==> config.mk <==
export PLATFORM = sky130hd
export DESIGN_NAME = wavetable_voice_scheduler
export DESIGN_NICKNAME = d
export VERILOG_FILES = /design/src/rtl/wavetable_voice_scheduler.sv
export SDC_FILE = /design/constraint.sdc
export NUM_CORES = 1
export LEC_CHECK = 0
export BUFFER_PORTS_ARGS = -buffer_cell sky130_fd_sc_hd__buf_2
export CAP_MARGIN = 15
export CORE_ASPECT_RATIO = 1.5
export CORE_MARGIN = 4
export CORE_UTILIZATION = 31
export CTS_CLUSTER_DIAMETER = 30
export CTS_CLUSTER_SIZE = 14
export DETAILED_ROUTE_END_ITERATION = 7
export HOLD_SLACK_MARGIN = 0.1
export PLACE_DENSITY_LB_ADDON = 0.12
export SYNTH_ARGS = -nofsm -noshare
export SYNTH_HDL_FRONTEND = slang
export SYNTH_SLANG_ARGS = --single-unit
==> constraint.sdc <==
create_clock -name clock -period 3.49 [get_ports clock]
set_input_delay 1.047 -clock clock [delete_from_list [all_inputs] [get_ports clock]]
set_output_delay 1.047 -clock clock [all_outputs]
set_load 0.005 [all_outputs]
==> src/rtl/wavetable_voice_scheduler.sv <==
// Time-multiplexes one shared wavetable lookup across VOICES oscillator voices.
// Each sample_tick issues voice phases in order and returns tagged amplitudes.
module wavetable_voice_scheduler #(
  parameter int VOICES           = 8,
  parameter int VOICE_BITS       = $clog2(VOICES),
  parameter int WT_LATENCY       = 1,
  parameter int PHASE_INDEX_BITS = 16,
  parameter int AMPLITUDE_BITS   = 16
) (
  input  logic                        clock,
  input  logic                        reset_n,
  input  logic                        sample_tick,
  input  logic                        cfg_we,
  input  logic [VOICE_BITS-1:0]       cfg_voice,
  input  logic [PHASE_INDEX_BITS-1:0] cfg_increment,
  input  logic                        cfg_enable,
  input  logic                        cfg_phase_reset,
  output logic [PHASE_INDEX_BITS-1:0] wt_phase,
  input  logic [AMPLITUDE_BITS-1:0]   wt_q,
  output logic                        out_valid,
  output logic [VOICE_BITS-1:0]       out_voice,
  output logic [AMPLITUDE_BITS-1:0]   out_amplitude,
  output logic                        frame_done,
  output logic                        busy,
  output logic                        overrun
);

  localparam int DEPTH    = WT_LATENCY + 1;
  localparam int CNT_BITS = $clog2(WT_LATENCY + 1) + 1;

  typedef enum logic [1:0] {IDLE, ISSUE, DRAIN} state_t;

  state_t                      state_q;
  logic [VOICE_BITS-1:0]       index_q;
  logic [CNT_BITS-1:0]         drain_q;

  logic [PHASE_INDEX_BITS-1:0] phase_q  [VOICES];
  logic [PHASE_INDEX_BITS-1:0] phase_d  [VOICES];
  logic [PHASE_INDEX_BITS-1:0] incr_q   [VOICES];
  logic                        enable_q [VOICES];

  logic                        tag_valid_q [DEPTH];
  logic [VOICE_BITS-1:0]       tag_voice_q [DEPTH];
  logic                        tag_en_q    [DEPTH];

  logic [PHASE_INDEX_BITS-1:0] wt_phase_q;
  logic                        out_valid_q;
  logic [VOICE_BITS-1:0]       out_voice_q;
  logic [AMPLITUDE_BITS-1:0]   out_amplitude_q;
  logic                        frame_done_q;
  logic                        busy_q;
  logic                        overrun_q;

  logic issue;
  logic last_voice;
  logic tick_accept;

  assign issue       = (state_q == ISSUE);
  assign last_voice  = (index_q == VOICE_BITS'(VOICES - 1));
  // busy_q stays high through the frame_done cycle, so a tick there is rejected
  assign tick_accept = sample_tick && (state_q == IDLE) && !busy_q;

  // Phase reset from the config port wins over a same-cycle advance.
  always_comb begin
    for (int unsigned v = 0; v < VOICES; v++) begin
      phase_d[v] = phase_q[v];
      if (cfg_we && cfg_phase_reset && (32'(cfg_voice) == v))
        phase_d[v] = '0;
      else if (issue && (32'(index_q) == v) && enable_q[v])
        phase_d[v] = phase_q[v] + incr_q[v];
    end
  end

  always_ff @(posedge clock) begin
    if (!reset_n) begin
      state_q         <= IDLE;
      index_q         <= '0;
      drain_q         <= '0;
      wt_phase_q      <= '0;
      out_valid_q     <= 1'b0;
      out_voice_q     <= '0;
      out_amplitude_q <= '0;
      frame_done_q    <= 1'b0;
      busy_q          <= 1'b0;
      overrun_q       <= 1'b0;
      for (int unsigned v = 0; v < VOICES; v++) begin
        phase_q[v]  <= '0;
        incr_q[v]   <= '0;
        enable_q[v] <= 1'b0;
      end
      for (int unsigned d = 0; d < DEPTH; d++) begin
        tag_valid_q[d] <= 1'b0;
        tag_voice_q[d] <= '0;
        tag_en_q[d]    <= 1'b0;
      end
    end else begin
      for (int unsigned v = 0; v < VOICES; v++) begin
        phase_q[v] <= phase_d[v];
        if (cfg_we && (32'(cfg_voice) == v)) begin
          incr_q[v]   <= cfg_increment;
          enable_q[v] <= cfg_enable;
        end
      end

      // Tag delay line aligned with the wavetable read latency.
      tag_valid_q[0] <= issue;
      tag_voice_q[0] <= index_q;
      tag_en_q[0]    <= enable_q[index_q];
      for (int unsigned d = 1; d < DEPTH; d++) begin
        tag_valid_q[d] <= tag_valid_q[d-1];
        tag_voice_q[d] <= tag_voice_q[d-1];
        tag_en_q[d]    <= tag_en_q[d-1];
      end

      out_valid_q  <= tag_valid_q[DEPTH-1];
      frame_done_q <= tag_valid_q[DEPTH-1] &&
                      (tag_voice_q[DEPTH-1] == VOICE_BITS'(VOICES - 1));
      if (tag_valid_q[DEPTH-1]) begin
        out_voice_q     <= tag_voice_q[DEPTH-1];
        out_amplitude_q <= tag_en_q[DEPTH-1] ? wt_q : '0;
      end

      if (sample_tick && busy_q)
        overrun_q <= 1'b1;

      if (tick_accept)
        busy_q <= 1'b1;
      else if (frame_done_q)
        busy_q <= 1'b0;

      case (state_q)
        IDLE: begin
          if (tick_accept) begin
            state_q <= ISSUE;
            index_q <= '0;
          end
        end
        ISSUE: begin
          wt_phase_q <= phase_q[index_q];
          if (last_voice) begin
            state_q <= DRAIN;
            drain_q <= '0;
          end else begin
            index_q <= index_q + VOICE_BITS'(1);
          end
        end
        DRAIN: begin
          if (drain_q == CNT_BITS'(WT_LATENCY))
            state_q <= IDLE;
          else
            drain_q <= drain_q + CNT_BITS'(1);
        end
        default: state_q <= IDLE;
      endcase
    end
  end

  assign wt_phase      = wt_phase_q;
  assign out_valid     = out_valid_q;
  assign out_voice     = out_voice_q;
  assign out_amplitude = out_amplitude_q;
  assign frame_done    = frame_done_q;
  assign busy          = busy_q;
  assign overrun       = overrun_q;

endmodule

* Yosys cells after proc, flatten, opt, wreduce, memory -nomap -nowiden
Memories as Yosys holds them, arrays and structs flattened. A register that Yosys moved wholly into a read port is not among the register bits.
Cells that the tools add are included.
** Cells by class
- Add/subtract/negate cells :: 10
- Reduce and logical (&&, ||, !) cells :: 48
- Eq/ne operators :: 23
- Muxes and demuxes :: 87
- Bitwise operators :: 30
** Operators by type and width (number)
- 2-to-1 mux 16 bit :: 33
- adder 16 bit :: 8
- 2-to-1 mux 1 bit :: 40
- logical AND 1 bit :: 37
- bitwise OR 1 bit :: 30
- == test 3 bit (second input constant) :: 9
- 2-to-1 mux 3 bit :: 6
- == test 3 x 2 -> 1 bit (second input constant) :: 4
- 2-to-1 mux 2 bit :: 5
- AND reduction 3 bit :: 3
- inequality test 2 bit (second input constant) :: 4
- == test 3 x 1 -> 1 bit (second input constant) :: 2
- zero test 3 bit :: 2
- one-hot mux 2 bit (3 select lines) :: 1
- one-hot mux 3 bit (2 select lines) :: 1
- nonzero test 2 bit :: 3
- == test 2 x 1 -> 1 bit (second input constant) :: 2
- one-hot mux 2 bit (2 select lines) :: 1
- adder 3 x 1 -> 3 bit (second input constant) :: 1
- adder 2 x 1 -> 2 bit (second input constant) :: 1
- == test 2 bit (second input constant) :: 1
- zero test 1 bit :: 2
- zero test 2 bit :: 1
- inequality test 2 x 1 -> 1 bit (second input constant) :: 1
** Word-level totals
- Register bits :: 30
- RAM bits :: 274
- Input port bits :: 41
- Memories kept :: 6
- Word-level logic and storage cells :: 213
** Memories
- incr_q :: depth 8, width 16, read ports 8, clocked after memory_dff 0, write ports 8, RTL line 39 : logic [PHASE_INDEX_BITS-1:0] incr_q [VOICES];
- phase_q :: depth 8, width 16, read ports 9, clocked after memory_dff 1, write ports 8, RTL line 37 : logic [PHASE_INDEX_BITS-1:0] phase_q [VOICES];
- enable_q :: depth 8, width 1, read ports 9, clocked after memory_dff 1, write ports 8, RTL line 40 : logic enable_q [VOICES];
- tag_voice_q :: depth 2, width 3, read ports 2, clocked after memory_dff 0, write ports 2, RTL line 43 : logic [VOICE_BITS-1:0] tag_voice_q [DEPTH];
- tag_en_q :: depth 2, width 1, read ports 2, clocked after memory_dff 0, write ports 2, RTL line 44 : logic tag_en_q [DEPTH];
- tag_valid_q :: depth 2, width 1, read ports 2, clocked after memory_dff 0, write ports 2, RTL line 42 : logic tag_valid_q [DEPTH];

* Depth between registers and ports, before layout
Gate-level depths: netlist (run 1).
- Depth after elaboration :: 7
- Mapped depth :: 12

* Worst setup path before layout (run 1)
OpenSTA, ideal clock, no wires.
- Path type :: input port to flip-flop
- From :: in cfg_voice[0]
- To :: mem enable_q[7], enable pin
- Slack :: 0.403 ns
- Arrival :: 2.673 ns
- Setup time :: 0.415 ns
- Stages on the path :: 3
- Cells stage by stage :: clkbuf_1 nand2_1 o21ai_0
** RTL lines
- start: declaration :: RTL line 14 : input logic [VOICE_BITS-1:0] cfg_voice,
- end: declaration :: RTL line 40

==> implementation parameters, run 1 <==
Parameter                              Value

STA
  Crit path time final    3.013 ns
  Summed negative setup slack over all endpoints    0 ns
  Number of hold-slack violations in the final timing report    0
  Worst clock skew    0.02862 ns
  Actual transition at the worst max-transition pin    0.7953 ns
  Setup repair after global routing missed its margin    no
  Max Clk Rate    331.9 MHz
  Final setup viols    0
  Final-report max-slew violation count    0
  Worst max-slew margin expressed relative to the limit    46.98%
  Final critical-path share of the clock period    86.32%

Placed design
  Total of buffers placed on input and output ports    79
  Routability congestion estimate    0.8650
  HPWL Detailed    44,520 um
  Count of placed standard cells including taps    2,577

Power and ir drop
  Leakage component of the power    0.008689 uW
  Power density of the placed cells    558.7 nW/um2
  Peak supply drop    0.0003148 V

Critical path
  CP endpoint kind    register
  Critical R2R Launch    incr_q[1][32]$_DFFE_PP_
  Worst setup endpoint    phase_q[6][14]$_SDFFE_PP0P_
  Maximum net fanout on the critical path    3
  Worst Reg2Reg Path Length in Cells    10
  Worst endpoint required time    3.97 ns
  Critical path class    reg2reg
  Crit path DAT    3.50 ns
  Worst Setup SP    incr_q[1][32]$_DFFE_PP_
  Nature of the critical path startpoint    register
  Reg2Reg Capture Point    phase_q[6][14]$_SDFFE_PP0P_
  R2R setup slack    0.48 ns

Global route
  Via count of the first global-routing pass    14,400
  Pin count of the biggest net entering global routing    53
  Sum of overflow across all layers after global routing    0
  Total Routing Usage GR    19.72%
  First-pass GRT wire length    89,610 um
  Antenna violations before repair    0

Final layout
  Final net count    2,128
  Layout cells sized above 1    16.10%
  Layout overhead on the synthesized area    22.59%
  Sequential standard cell area    7780 um2
  Multi-input gate area in the final layout    9204 um2
  Number of cells in the finished layout apart from fillers    2,716
  Count of fill cells added during filler insertion    5,601

CTS
  Total setup buffers inserted after CTS    0
  Clk sinks    323
  Root buf cell    sky130_fd_sc_hd__clkbuf_16
  CTS HTree Levels    3
  Clock buffers created by TritonCTS    75
  CTS Buffer Depth    3
  Hold Buf Count CTS    0
  Total of cells resized after clock tree synthesis    0
  Latest clock arrival within the worst-skew pair    0.62 ns
  Clock slew at the register clock pins of the worst setup and hold paths    0.05 ns
  CTS tree    yes

Outcome
  Result of the run    finished, final reports clean

Yosys
  Fraction of registers with async set or reset after synthesis    0%
  Post-Syn Area    17,440 um2
  Net count after synthesis    1,997
  Sequential area share after synthesis    44.60%
  #FFs+latches synth    323
  EDFF count, synth    131
  Biggest area contributors in the synthesized netlist    sky130_fd_sc_hd__edfxtp_1, sky130_fd_sc_hd__dfxtp_1, sky130_fd_sc_hd__ha_1, sky130_fd_sc_hd__nand2_1, sky130_fd_sc_hd__a21oi_1
  Mean cell area of the mapped netlist    9.576 um2
  Synth top area share    22.56%
  YS warnings    0
  Number of instances in the synthesized netlist    1,821
  Number of distinct library cells after synthesis    79
  Top_reg_cell synth    sky130_fd_sc_hd__dfxtp_1
  Largest area contributor in the synthesized netlist    sky130_fd_sc_hd__edfxtp_1

Route
  Post-DRT Antenna Nets    0
  Vias post-DR    14,190
  Final routed DRC violation total    0
  Routed length per placed instance    22.17 um
  Number of search-and-repair iterations in the first detailed-routing pass    5
  DRT iter0 DRCs    762
  Average via count per standard cell    5.225
  Routed wire length    60,220 um

Min path
  Worst min-delay path category    reg2reg

Floorplan
  Area of the die    60,190 um2
  Die Wd    201.7 um
  Core area    55,700 um2
  I/O pin total    80
  Standard-cell row count    106
  Initial standard-cell utilization of the core    31.31%
  Die extent in y    298.5 um

Flow run
  Number of max-cap violations    0
## placed cells by master, fill, tap and decap left out, drive strengths merged, types with 48 or more instances in the layout
cell type    n
a21oi      188
inv         54
nor2       242
edfxtp     131
nand2      271
buf        130
a21o        48
o21ai       54
xnor2       66
clkbuf      93
dfxtp      192
ha         127
## synthesized netlist by cell type, types with 14 or more instances
cell	number
sky130_fd_sc_hd__a31oi_1	14
sky130_fd_sc_hd__dfxtp_1	192
sky130_fd_sc_hd__mux4_2	34
sky130_fd_sc_hd__o21ai_0	42
sky130_fd_sc_hd__xor2_1	30
sky130_fd_sc_hd__a311oi_1	18
sky130_fd_sc_hd__xnor2_1	66
sky130_fd_sc_hd__a21o_1	47
sky130_fd_sc_hd__nand2b_1	14
sky130_fd_sc_hd__nor2_1	241
sky130_fd_sc_hd__inv_1	42
sky130_fd_sc_hd__nand2_1	271
sky130_fd_sc_hd__nor2b_1	25
sky130_fd_sc_hd__nand3_1	20
sky130_fd_sc_hd__ha_1	127
sky130_fd_sc_hd__a211oi_1	28
sky130_fd_sc_hd__edfxtp_1	131
sky130_fd_sc_hd__clkbuf_1	57
sky130_fd_sc_hd__a21oi_1	185
## state kept, by name, indices dropped and copies added (netlist names), named ones only
name	count
incr_q	128
out_voice	3
index_q	3
drain_q	2
state_q	2
busy	1
wt_phase	16
out_amplitude	16
phase_q	128
tag_voice_q	6
out_valid	1
tag_en_q	2
enable_q	8
frame_done	1
tag_valid_q	2
overrun	1
## cells by family after synthesis
kind of cell	count (synthesis)	share of synthesized area (%)
flip-flops	323	44.60
AO/OA/AOI/OAI	441	16.23
adder cells (fa/ha/maj)	135	10.03
multiplexers	47	5.166
AND/OR/NAND/NOR	659	16.49
XOR/XNOR	96	4.822
buffers and inverters	120	2.662
## layout make-up
type | count | share of cell area [%]
multi-input combinational | 1378 | 43.05
sequential | 323 | 36.39
clock buffer | 93 | 9.721
tap | 702 | 4.109
timing repair buffer | 130 | 3.640
clock inverter | 45 | 2.300
inverter | 44 | 0.7726
antenna | 1 | 0.01171
## power breakdown
group | leakage [uW] | switching [uW] | internal [uW]
logic | 0.00462 | 466 | 247
registers | 0.00282 | 75.2 | 4080
clock network | 0.00125 | 2420 | 4650
## metal layers
layer / GRT usage, % / share of wire, % / wire length (um) / vias to the layer above
met5: 0 / 0 / 0 / -
met4: 11.01 / 5.5 / 3296 / 0
li1: - / - / - / 6841
met3: 2.572 / 3.1 / 1887 / 121
met1: 20.95 / 38 / 22800 / 6935
met2: 37.26 / 54 / 32240 / 294
## stage by stage
step	instance area, um2	total power, uW	worst slack, ns	hold WS, ns	util [%]
3_5_place_dp	18810	4947	0.4904	0.4281	33.76
5_1_grt	21380	12360	0.3593	0.4453	38.37
4_1_cts	21380	12100	0.4833	0.4336	38.37
6_report	21380	11940	0.4775	0.4317	38.38
3_3_place_gp	18810	4942	0.4866	0.4187	33.76
2_1_floorplan	17440	4653	0.4028	0.4119	-
## worst min-delay path by stage
stage	cells past startpoint	slack [ns]	startpoint	to
2_1_floorplan	1	0.41	tag_en_q[0][0]$_SDFF_PN0_	tag_en_q[0][1]$_SDFF_PN0_
3_3_place_gp	1	0.42	tag_voice_q[0][0]$_SDFF_PN0_	tag_voice_q[0][3]$_SDFF_PN0_
3_5_place_dp	1	0.43	tag_valid_q[0][0]$_SDFF_PN0_	tag_valid_q[0][1]$_SDFF_PN0_
4_1_cts	1	0.43	tag_voice_q[0][1]$_SDFF_PN0_	tag_voice_q[0][4]$_SDFF_PN0_
5_1_grt	1	0.45	tag_voice_q[0][1]$_SDFF_PN0_	tag_voice_q[0][4]$_SDFF_PN0_
6_report	1	0.43	tag_voice_q[0][1]$_SDFF_PN0_	tag_voice_q[0][4]$_SDFF_PN0_
## worst max-delay path, stage by stage, from the launching register on
cell and delay (ns):
sky130_fd_sc_hd__edfxtp_1 0.37, sky130_fd_sc_hd__ha_1 0.23, sky130_fd_sc_hd__fa_1 0.42, sky130_fd_sc_hd__a21o_1 0.20, sky130_fd_sc_hd__a21oi_1 0.23, sky130_fd_sc_hd__o21ai_1 0.18
sky130_fd_sc_hd__a211oi_1 0.38, sky130_fd_sc_hd__o21ai_1 0.17, sky130_fd_sc_hd__a31oi_1 0.40, sky130_fd_sc_hd__mux2i_1 0.22, sky130_fd_sc_hd__o21ai_0 0.09
No activity file was read; power rests on OpenSTA's default activity.
==> inputs of run 2 (changes only) <==
--- a/config.mk
+++ b/config.mk
@@ -9,7 +9,7 @@
 export CAP_MARGIN = 15
 export CORE_ASPECT_RATIO = 1.5
 export CORE_MARGIN = 4
-export CORE_UTILIZATION = 31
+export CORE_UTILIZATION = 60
 export CTS_CLUSTER_DIAMETER = 30
 export CTS_CLUSTER_SIZE = 14
 export DETAILED_ROUTE_END_ITERATION = 7
==> run 2 against run 1 <==
Effect of this change:
- power decreased by 15%
- utilization grew 32 points
- first-iteration DRC count up 66%
- flip-flop and latch count is the same
- worst hold slack better by 0.0095 ns
- global-route usage rose by 13 points
- cell count decreased by 13%
- fmax grew 6.7%
- largest cell class unchanged
- sequential power hardly changed
- highest routed layer unchanged
==> implementation parameters, run 2 (synthesis gave the netlist of run 1 again) <==
Parameter                              Value

Route
  Routed wire length    52,140 um (-13%)
  Routed length per placed instance    22.19 um (about the same)
  Vias post-DR    14,420 (+1.6%)
  Average via count per standard cell    6.138 (+17%)
  Post-DRT Antenna Nets    0 (unchanged)
  Final routed DRC violation total    0 (unchanged)
  DRT iter0 DRCs    1,266 (+66%)
  Number of search-and-repair iterations in the first detailed-routing pass    6 (+1)

Critical path
  Worst Reg2Reg Path Length in Cells    10 (unchanged)
  Number of buffer and inverter instances along the worst setup path    0 (unchanged)
  R2R setup slack    0.67 ns (+0.19 ns)
  Critical path class    reg2reg
  Worst endpoint required time    3.95 ns (-0.02 ns)
  Largest stage delay on the critical path    0.48 ns (+0.06 ns)
  CP endpoint kind    register
  Maximum net fanout on the critical path    3 (unchanged)
  Crit path DAT    3.28 ns (-0.22 ns)
  Top Family by Delay on Critical Path    compound AO/OA/AOI/OAI gates
  Reg2Reg Capture Point    phase_q[5][14]$_SDFFE_PP0P_
  Critical R2R Launch    phase_q[5][0]$_SDFFE_PP0P_
  Standard cell with the maximum stage delay on the critical path    sky130_fd_sc_hd__fa_1
  Cell Chain, Critical Path    ha_1 > fa_1 > a21oi_1 > o21ai_1 > a21oi_1 > o21ai_1 > o31a_1 > a221oi_2 > xnor2_1 > a22o_1
  Nature of the critical path startpoint    register

Global route
  First-pass GRT wire length    79,630 um (-11%)
  Antenna violations before repair    2 (+2)
  Sum of overflow across all layers after global routing    0 (unchanged)
  Via count of the first global-routing pass    14,120 (-1.9%)
  Pin count of the biggest net entering global routing    39 (-26%)
  Total Routing Usage GR    32.44% (+13 points)

Power and ir drop
  Peak supply drop    0.0004402 V (+40%)
  Leakage component of the power    0.008251 uW (-5.0%)
  Power density of the placed cells    504.9 nW/um2 (-9.6%)

CTS
  Total setup buffers inserted after CTS    0 (unchanged)
  Clock buffers created by TritonCTS    54 (-28%)
  Latest clock arrival within the worst-skew pair    0.57 ns (-0.05 ns)
  CTS Buffer Depth    3 (unchanged)
  Clk sinks    323 (unchanged)
  CTS tree    yes
  Total of cells resized after clock tree synthesis    0 (unchanged)
  Hold Buf Count CTS    0 (unchanged)
  Root buf cell    sky130_fd_sc_hd__clkbuf_16
  Clock slew at the register clock pins of the worst setup and hold paths    0.06 ns (about the same)
  CTS HTree Levels    2 (-1)

Min path
  Number of stages on the worst hold path    1 (unchanged)
  Worst min-delay path category    reg2reg
  Worst Min Path Start    tag_voice_q[0][1]$_SDFF_PN0_
  Endpoint with the worst hold slack    tag_voice_q[0][4]$_SDFF_PN0_

STA
  Number of hold-slack violations in the final timing report    0 (unchanged)
  Final-report max-slew violation count    0 (unchanged)
  Final setup viols    0 (unchanged)
  Worst clock skew    0.01223 ns (-0.01639 ns)
  Crit path time final    2.825 ns (-0.1879 ns)
  Max Clk Rate    354.0 MHz (+6.7%)
  Actual transition at the worst max-transition pin    0.8963 ns (+0.1010 ns)
  Setup repair after global routing missed its margin    no
  Summed negative setup slack over all endpoints    0 ns (unchanged)
  Worst max-slew margin expressed relative to the limit    40.10% (-6.9 points)
  Final critical-path share of the clock period    80.93% (-5.4 points)

Floorplan
  Standard-cell row count    76 (-28%)
  Core area    28,720 um2 (-48%)
  Die Wd    147.2 um (-27%)
  I/O pin total    80 (unchanged)
  Area of the die    31,910 um2 (-47%)
  Die extent in y    216.8 um (-27%)
  Initial standard-cell utilization of the core    60.72% (+29 points)

Placed design
  Total of buffers placed on input and output ports    79 (unchanged)
  HPWL Detailed    37,560 um (-16%)
  Routability congestion estimate    0.9579 (+11%)

Final layout
  Final core utilization    70.05% (+32 points)
  Final net count    2,088 (-1.9%)
  Layout cells sized above 1    13.85% (-2.2 points)
  Layout overhead on the synthesized area    15.36%
  Biggest regs    incr_q: 128 flops, phase_q: 128 flops
  Commonest non-fill, non-tap cell in the layout    sky130_fd_sc_hd__nand2_1
  Commonest cells after routing, fill and taps aside    sky130_fd_sc_hd__nand2_1, sky130_fd_sc_hd__nor2_1, sky130_fd_sc_hd__dfxtp_1

Outcome
  Result of the run    finished, final reports clean

Flow run
  Number of max-cap violations    0 (unchanged)
## run 2: final cells by class
type                            count  area, um2
Fill cell                        2253       8601
Multi-Input combinational cell   1378       9199
Sequential cell                   323       7780
Clock inverter                     37      369.1
Timing Repair Buffer              111      635.6
Tap cell                          390      488.0
Inverter                           44      165.2
Antenna cell                        3      7.507
Clock buffer                       64       1473
## run 2: per-layer routing
metal,share of wire (%),global-route usage [%],wire length [um],vias to the layer above
li1,-,-,-,6736
met1,36,36.71,18730,6907
met2,49,55.14,25320,582
met3,6.6,5.311,3430,199
met4,8.9,23.88,4652,0
met5,0,0,0,-
## run 2: worst max-delay path by stage
stage	start	end	slack [ns]	depth (start not counted)
finish	phase_q[5][0]$_SDFFE_PP0P_	phase_q[5][14]$_SDFFE_PP0P_	0.67	10
CTS	phase_q[5][0]$_SDFFE_PP0P_	phase_q[5][14]$_SDFFE_PP0P_	0.68	10
floorplan	cfg_voice[0]	enable_q[7]$_DFFE_PP_	0.40	3
global route	phase_q[5][0]$_SDFFE_PP0P_	phase_q[5][14]$_SDFFE_PP0P_	0.41	10
detailed placement	cfg_we	incr_q[0][10]$_SDFFCE_PN0P_	0.62	4
global placement	cfg_we	incr_q[0][6]$_SDFFCE_PN0P_	0.68	4
## run 2: power by group
group | leakage (uW) | internal [uW] | switching (uW) | total, uW
Clock | 0.000908 | 3200 | 2110 | 5320
Combinational | 0.00452 | 235 | 440 | 675
Sequential | 0.00282 | 4080 | 88.8 | 4170
## run 2: metrics by stage
step | instances | power [uW] | hold WS [ns] | setup WS [ns] | cell area [um2]
6_report | 2350 | 10160 | 0.4412 | 0.6654 | 20120
5_1_grt | 2348 | 10440 | 0.4623 | 0.4084 | 20110
4_1_cts | 2347 | 10190 | 0.4433 | 0.6818 | 20110
3_5_place_dp | 2246 | 4907 | 0.4268 | 0.6168 | 18270
3_3_place_gp | 2246 | 4891 | 0.4215 | 0.6777 | 18270
2_1_floorplan | 1821 | 4653 | 0.4119 | 0.4028 | 17440
